**src/rtl/pc_seq_pkg.sv**
```systemverilog
// Shared types for the fetch sequencer: FSM states, trap causes, instruction size.
// Pure declarations; no logic, no latency.
// No flow control of its own.
package pc_seq_pkg;

    typedef enum logic [1:0] {
        BOOT  = 2'd0,
        FETCH = 2'd1,
        TRAP  = 2'd2,
        HALT  = 2'd3
    } seq_state_t;

    typedef enum logic [1:0] {
        CAUSE_NONE       = 2'd0,
        CAUSE_MISALIGNED = 2'd1,
        CAUSE_TIMEOUT    = 2'd2
    } trap_cause_t;

    localparam int INSTR_BYTES = 4;

    function automatic logic is_misaligned(input logic [31:0] addr);
        return addr[1:0] != 2'b00;
    endfunction

endpackage

```
**src/rtl/pc_next_mux.sv**
```systemverilog
// Priority select of the next sequential/redirect PC with target alignment check.
// Purely combinational, zero latency.
// No backpressure; the caller decides whether the selection is used.
module pc_next_mux
    import pc_seq_pkg::*;
(
    input  logic [31:0] pc_current,
    input  logic        halt_req,
    input  logic        jump,
    input  logic [31:0] jump_target,
    input  logic        branch_taken,
    input  logic [31:0] branch_target,
    output logic [31:0] seq_pc,
    output logic        target_misaligned,
    output logic        enter_halt
);

    logic [31:0] pc_plus;

    assign pc_plus = pc_current + 32'(INSTR_BYTES);

    // A halting instruction still retires normally, so it advances like a plain one.
    always_comb begin
        seq_pc            = pc_plus;
        target_misaligned = 1'b0;
        enter_halt        = 1'b0;
        if (halt_req) begin
            enter_halt = 1'b1;
        end else if (jump) begin
            seq_pc            = jump_target;
            target_misaligned = is_misaligned(jump_target);
        end else if (branch_taken) begin
            seq_pc            = branch_target;
            target_misaligned = is_misaligned(branch_target);
        end
    end

endmodule

```
**src/rtl/pc_sequencer.sv**
```systemverilog
// Fetch sequencer: boot, fetch handshake, redirects, halt/resume and trap entry.
// pc_next is combinational (0 cycles); trap_pc/trap_cause register on trap entry.
// Stalls by holding pc_next = pc_current while imem_ready is low, until timeout.
module pc_sequencer
    import pc_seq_pkg::*;
#(
    parameter logic [31:0] RESET_VECTOR  = 32'h0000_0000,
    parameter logic [31:0] TRAP_VECTOR   = 32'h0000_0100,
    parameter int unsigned FETCH_TIMEOUT = 16
) (
    input  logic        clk,
    input  logic        reset,
    input  logic [31:0] pc_current,
    output logic [31:0] pc_next,
    output logic        imem_req,
    output logic [31:0] imem_addr,
    input  logic        imem_ready,
    output logic        instr_commit,
    input  logic        branch_taken,
    input  logic [31:0] branch_target,
    input  logic        jump,
    input  logic [31:0] jump_target,
    input  logic        halt_req,
    input  logic        resume,
    output logic        halted,
    output logic        trap_valid,
    output logic [31:0] trap_pc,
    output logic [1:0]  trap_cause
);

    // Counter holds the number of already-elapsed wait cycles, so the trap fires
    // on the FETCH_TIMEOUT-th consecutive cycle without imem_ready.
    localparam logic [15:0] TIMEOUT_LAST = 16'(FETCH_TIMEOUT - 1);

    seq_state_t  state, state_nxt;
    logic [15:0] wait_cnt, wait_cnt_nxt;
    logic [31:0] trap_pc_nxt;
    trap_cause_t cause_q, cause_nxt;

    logic [31:0] seq_pc;
    logic        target_misaligned;
    logic        enter_halt;
    logic        timeout_hit;

    pc_next_mux u_mux (
        .pc_current        (pc_current),
        .halt_req          (halt_req),
        .jump              (jump),
        .jump_target       (jump_target),
        .branch_taken      (branch_taken),
        .branch_target     (branch_target),
        .seq_pc            (seq_pc),
        .target_misaligned (target_misaligned),
        .enter_halt        (enter_halt)
    );

    assign imem_addr   = pc_current;
    assign trap_cause  = cause_q;
    assign timeout_hit = (FETCH_TIMEOUT != 0) && (wait_cnt == TIMEOUT_LAST);

    always_comb begin
        state_nxt    = state;
        wait_cnt_nxt = '0;
        trap_pc_nxt  = trap_pc;
        cause_nxt    = cause_q;
        pc_next      = reset ? RESET_VECTOR : pc_current;
        imem_req     = 1'b0;
        instr_commit = 1'b0;
        halted       = 1'b0;
        trap_valid   = 1'b0;

        if (!reset) begin
            case (state)
                BOOT: begin
                    pc_next   = RESET_VECTOR;
                    state_nxt = FETCH;
                end
                FETCH: begin
                    imem_req = 1'b1;
                    if (!imem_ready) begin
                        if (timeout_hit) begin
                            pc_next     = TRAP_VECTOR;
                            trap_pc_nxt = pc_current;
                            cause_nxt   = CAUSE_TIMEOUT;
                            state_nxt   = TRAP;
                        end else begin
                            wait_cnt_nxt = wait_cnt + 16'd1;
                        end
                    end else begin
                        instr_commit = 1'b1;
                        if (target_misaligned) begin
                            pc_next     = TRAP_VECTOR;
                            trap_pc_nxt = pc_current;
                            cause_nxt   = CAUSE_MISALIGNED;
                            state_nxt   = TRAP;
                        end else begin
                            pc_next = seq_pc;
                            if (enter_halt) begin
                                state_nxt = HALT;
                            end
                        end
                    end
                end
                TRAP: begin
                    trap_valid = 1'b1;
                    state_nxt  = FETCH;
                end
                HALT: begin
                    halted = 1'b1;
                    if (resume) begin
                        state_nxt = FETCH;
                    end
                end
                default: begin
                    state_nxt = BOOT;
                end
            endcase
        end
    end

    always_ff @(posedge clk) begin
        if (reset) begin
            state    <= BOOT;
            wait_cnt <= '0;
            trap_pc  <= '0;
            cause_q  <= CAUSE_NONE;
        end else begin
            state    <= state_nxt;
            wait_cnt <= wait_cnt_nxt;
            trap_pc  <= trap_pc_nxt;
            cause_q  <= cause_nxt;
        end
    end

endmodule

```
**config.mk**
```make
export PLATFORM = sky130hd
export DESIGN_NAME = pc_sequencer
export DESIGN_NICKNAME = d
export VERILOG_FILES = /design/src/rtl/pc_seq_pkg.sv /design/src/rtl/pc_next_mux.sv /design/src/rtl/pc_sequencer.sv
export SDC_FILE = /design/constraint.sdc
export NUM_CORES = 1
export LEC_CHECK = 0
export ABC_AREA = 1
export BUFFER_PORTS_ARGS = -buffer_cell sky130_fd_sc_hd__buf_2
export CAP_MARGIN = 20
export CELL_PAD_IN_SITES_DETAIL_PLACEMENT = 1
export CELL_PAD_IN_SITES_GLOBAL_PLACEMENT = 2
export CORE_UTILIZATION = 26
export DETAILED_ROUTE_END_ITERATION = 7
export MAX_ROUTING_LAYER = met4
export PLACE_DENSITY = 0.91
export REMOVE_ABC_BUFFERS = 1
export SLEW_MARGIN = 20
export SYNTH_ARGS = -nofsm -noshare
export SYNTH_HDL_FRONTEND = slang
export SYNTH_HIERARCHICAL = 1
export SYNTH_SLANG_ARGS = --single-unit
```
**constraint.sdc**
```tcl
create_clock -name clk -period 8.2 [get_ports clk]
set_input_delay 1.64 -clock clk [delete_from_list [all_inputs] [get_ports clk]]
set_output_delay 1.64 -clock clk [all_outputs]
set_load 0.01 [all_outputs]
```
# ---- Word level (Yosys, flattened, before mapping)
# Cells that the tools add are included.
dict set report classes {
  addsub 2
  eq_ne 8
  muxes 33
  bitwise_logic 1
  n_reduce_logical 8
}
# operator n
set op_table {}
lappend op_table {{32-bit 2-to-1 mux} 11}
lappend op_table {{32-bit one-hot mux with 2 select lines} 1}
lappend op_table {{32-bit by 3-bit adder with 32-bit output, second input constant} 1}
lappend op_table {{16-bit by 1-bit adder with 16-bit output, second input constant} 1}
lappend op_table {{16-bit by 4-bit == test with 1-bit output, second input constant} 1}
lappend op_table {{2-bit 2-to-1 mux} 7}
lappend op_table {{1-bit 2-to-1 mux} 13}
lappend op_table {{2-bit one-hot mux with 3 select lines} 1}
lappend op_table {{3-bit AND reduction} 2}
lappend op_table {{2-bit nonzero test} 3}
lappend op_table {{2-bit == test, second input constant} 2}
lappend op_table {{4-bit != test, second input constant} 1}
lappend op_table {{4-bit OR reduction} 1}
lappend op_table {{3-bit != test, second input constant} 1}
lappend op_table {{2-bit by 1-bit == test with 1-bit output, second input constant} 1}
lappend op_table {{2-bit logical NOT} 1}
lappend op_table {{2-bit by 1-bit != test with 1-bit output, second input constant} 1}
lappend op_table {{2-bit != test, second input constant} 1}
lappend op_table {{2-bit OR reduction} 1}
lappend op_table {{1-bit inverter} 1}
dict set report word_totals {
  ff_bits 52
  input_bits 103
  out_inout_bits 102
  wordCells 56
}

# ---- Logic depth before layout (Yosys ltp)
dict set report depth {
  depth_word 8
  mapped_depth 15
  mapped_depth_nobuf 15
}

# ---- Cells and area by module
# Netlist, hierarchy kept.
# module n_inst cells_each area_each_um2 seq_area_each_um2
set by_module_without_submodules {}
lappend by_module_without_submodules {pc_sequencer 1 446 3099.2 1041.0}
lappend by_module_without_submodules {pc_next_mux 1 389 1819.2 0.0}

# ---- Least setup slack after synthesis
# Ideal clock, no wire load.
dict set report synth_path {
  kind {in2out}
  from {input port jump}
  to {output port pc_next[10]}
  t_arrival_ps 3345
  t_required_ps 6560
  path_slack_ps 3215
  cell_stages 11
  path_buffers 3
  path_cell_list {buf_4 inv_1 clkbuf_1 or2_2 o211ai_1 inv_1 or2_1 nor2_2 buf_4 a22oi_1 a21oi_1}
}
dict set report synth_between {
  elab_chain_len 6
  word_cells_on_any_way 8
  classes_between {8 x mux}
}
# element line_no
set synth_rtl {}
lappend synth_rtl {{start: declaration} pc_sequencer.sv:21} ;# input logic jump,
lappend synth_rtl {{1-bit 2-to-1 mux} pc_next_mux.sv:29} ;# end else if (jump) begin
lappend synth_rtl {{1-bit 2-to-1 mux} pc_next_mux.sv:27} ;# if (halt_req) begin
lappend synth_rtl {{named net target_misaligned} pc_sequencer.sv:41} ;# logic target_misaligned;
lappend synth_rtl {{32-bit 2-to-1 mux} pc_sequencer.sv:91} ;# if (target_misaligned) begin
lappend synth_rtl {{32-bit 2-to-1 mux} pc_sequencer.sv:80} ;# if (!imem_ready) begin
lappend synth_rtl {{32-bit one-hot mux with 2 select lines} pc_sequencer.sv:73} ;# case (state)
lappend synth_rtl {{32-bit 2-to-1 mux} pc_sequencer.sv:72} ;# if (!reset) begin
lappend synth_rtl {{end: declaration} pc_sequencer.sv:14} ;# output logic [31:0] pc_next,
# The timed path passes the listed nets, and every way through them passes these cells.

# ---- Worst setup path after layout
dict set report layout_path {
  from {input port jump}
  to {output port pc_next[7]}
}
# Same word-level chain as after synthesis.

==> metrics.md <==
| Metric | Value |
|---|---|
| Arr. time, crit path | `4.62 ns` |
| Reg2reg setup slack | `5.72 ns` |
| Mapped Area | `roughly 4900 µm²` |
| Combinational Power Share | `0.311` |
| Netlist cell types | `39` |
| Critical Path Start | `jump` |
| TritonCTS Buffers | `5` |
| Mean Syn Cell Area | `5.890 µm²` |
| Initial antenna violation count | `1` |
| Reg-to-Reg Start | `state[0]` |
| Crit-path slowest cell | `nor2_2` |
| RSZ-0062 raised after global routing | `false` |
| Congestion Overflow GR | `0` |
| Hold buffer count at cts | `0` |
| Synth Instances | `835` |
| Tmin final | `roughly 6.3 ns` |
| DR pass1 iterations | `5` |
| Final slew viol count | `0` |
| Pwr Total | `0.0007195 W` |
| Post-DRT Antenna Nets | `0` |
| Critical path cell sequence | `buf_2 -> inv_1 -> or2_2 -> o211ai_1 -> inv_1 -> or2_1 -> nor2_2 -> buf_4 -> nand2_1 -> nand3_1 -> nand2_1 -> inv_1 -> buf_2` |
| P_int | `0.0004534 W` |
| Post-CTS setup buffer count | `0` |
| CP Max Fanout | `35` |
| Top cell type's share of synthesized area | `0.2117` |
| Pleak | `between 2 and 3 nW` |
| Wire length per cell | `16.85 µm` |
| Root Buffer | `clkbuf_16` |
| Final worst slack | `1.944 ns` |
| First-pass GRT wire length | `~32 mm` |
| Die footprint | `19470 µm²` |
| Synth Warn # | `6` |
| Min Hold Slack | `0.4545 ns` |
| Nets | `1081` |
| Worst-path clk slew | `roughly 0.080 ns` |
| Wirelength, routed | `20.35 mm` |
| Gr usage total | `0.2141` |
| VDD IR max | `0.07541 mV` |
| Req. time, crit path | `between 6 and 7 ns` |
| Sequential power share | `0.367` |
| Hold path startpoint | `wait_cnt[0]` |
| Fmax | `between 150 and 200 MHz` |
| DRC | `0` |
| Outcome | `complete, no violations` |
| Cell mode on critical path | `inv_1` |
| H-tree lvl count | `2` |
| Initial Util | `0.2692` |
| Slew @ Worst Pin | `0.8368 ns` |
| Vias per inst | `4.948` |
| CP peak stage delay | `0.64 ns` |
| Largest net degree at the start of global routing | `44` |
| Sw Share | `0.3699` |
| Post-synth top area cell | `dfxtp_1` |
| Total core area | `roughly 18000 µm²` |
| Critical Path End Type | `output port` |
| Slew headroom | `0.4413` |
| Number of max-cap violations | `0` |
| Layout area overhead | `20.81%` |
| Placed insts | `around 1200` |
| Initial DRC Count | `between 200 and 300` |
| Vias in the first global route | `5856` |
| DP Worst Slack | `1.878 ns` |
| Clock sink total | `52` |
| Seq cells post-synth | `52` |
| Skew-Pair Late Insertion Delay | `0.31 ns` |
| CP startpoint kind | `primary input` |
| Die Y | `139.5 µm` |
| DR vias | `between 5000 and 6000` |
| Setup TNS | `0 ns` |
| DPL Wire Length | `14.76 mm` |
| Resized Gates After CTS | `0` |
| WHS Path Cells | `1` |
| Clk_skew | `0.009018 ns` |
| Crit share post-route | `0.7629` |
| Post-synthesis sequential area ratio | `0.2117` |
| Clock power frac | `0.322` |
| R2r worst-path depth | `7` |
| Hold endpoint | `wait_cnt[0]` |
| Max Root-Sink Buffers | `2` |
| Die width | `between 100 and 150 µm` |
| Pwr dens | `around 120 nW/µm²` |
| Post-route insts no fill | `about 1200` |
| Setup-failing EPs final | `0` |
| Site Rows | `a little under 50` |
| Worst min-delay path class | `reg2reg` |
| Final hold viol count | `0` |
| CTS tree | `done` |
| Num ports | `205` |
| Main area contributors after synthesis | `dfxtp_1 (21%), nand2_1 (20%), a21oi_1 (11%), nor2_1 (6.3%), buf_4 (5.8%)` |
| Placer Congestion | `0.7959` |
| Switching power | `0.0002661 W` |
| Layout cells sized above 1 | `0.2620` |
| IO buf count | `204` |
| R2r endpoint | `trap_pc[14]` |
| CP Class | `in2out` |
==> layer usage <==
metal / wire length (µm) / track usage / vias to the layer above
li1: - / - / 2970
met1: 9484 / 0.2739 / 2835
met2: 9725 / 0.3642 / 164
met3: 1014 / 0.02787 / 8
met4: 128 / 0.03470 / 0
met5: 0 / - / -
==> power groups by stage <==
stage	logic [W]	clock network (W)	registers, W
after floorplan	0.0000997	0	0.000275
after global placement	0.000221	0	0.000270
after detailed placement	0.000224	0	0.000270
after CTS	0.000225	0.000240	0.000264
after global routing	0.000247	0.000250	0.000265
final	0.000224	0.000231	0.000264
==> Yosys cell counts (all sizes together) <==
library cell / n
a21oi: 107
clkinv: 1
nor2: 101
xnor2: 5
inv: 55
or2: 4
buf: 52
o22ai: 4
clkbuf: 24
nand4: 7
o211ai: 1
xor2: 10
nand3b: 11
ha: 2
nor3: 10
o31ai: 1
and2: 2
a211oi: 1
nand2: 273
dfxtp: 52
o21ai: 32
nand3: 52
a22oi: 27
a31oi: 1
==> worst max path at each step <==
| stage | endpoint | depth (start not counted) |
|---|---|---|
| 6_report | pc_next[7] | 13 |
| 5_1_grt | pc_next[7] | 13 |
| 3_3_place_gp | pc_next[7] | 13 |
| 3_5_place_dp | pc_next[7] | 13 |
| 4_1_cts | pc_next[7] | 13 |
| 2_1_floorplan | pc_next[0] | 8 |
==> kinds of logic after synthesis <==
family	count (synthesis)	synth area share
and+or+nand+nor	460	0.4180
AOI/OAI and AO/OA	174	0.1944
buffers and inverters	132	0.1412
DFF	52	0.2117
xor gates and xnor gates	15	0.02976
adders and majority gates	2	0.005087
==> cell type report <==
cell class,instances,area (µm²)
fill,2512,12330
multi-input combinational,651,3183
timing repair buffer,210,1066
sequential,52,1041
tap,229,286.5
inverter,56,210.2
clock buffer,5,125.1
clock inverter,3,25.02
antenna,2,5.005
==> cells in the final DEF, fill, tap and decap left out, types with 4 or more instances in the layout <==
cell and n:
dfxtp_1 52, nor3_1 10, xnor2_1 5, nand2_2 4, xor2_1 8, clkbuf_16 5
inv_1 51, buf_4 6, a21oi_1 106, a22oi_1 27, nor2_1 82, nand2_1 265
nand3_1 51, buf_2 204, nand4_1 7, nand3b_1 11, inv_2 4, nor2_4 7
o21ai_0 31, nor2_2 9, o22ai_1 4
==> sequential cells by signal, indices dropped and copies added, names as in the netlist <==
register    flops
trap_pc        32
trap_cause      2
state           2
wait_cnt       16
==> per-stage QoR <==
step	util	instance area (µm²)
after floorplan	-	4434
after global placement	0.3167	5787
after detailed placement	0.3167	5787
after CTS	0.3250	5937
after global routing	0.3251	5939
final	0.3252	5942
==> critical path: cells and delay by family <==
family / cells / cell delay, ns
and+or+nand+nor: 6 / 1.51
buffers and inverters: 6 / 1.27
AOI/OAI and AO/OA: 1 / 0.16
(Power assumes the default switching activity.)
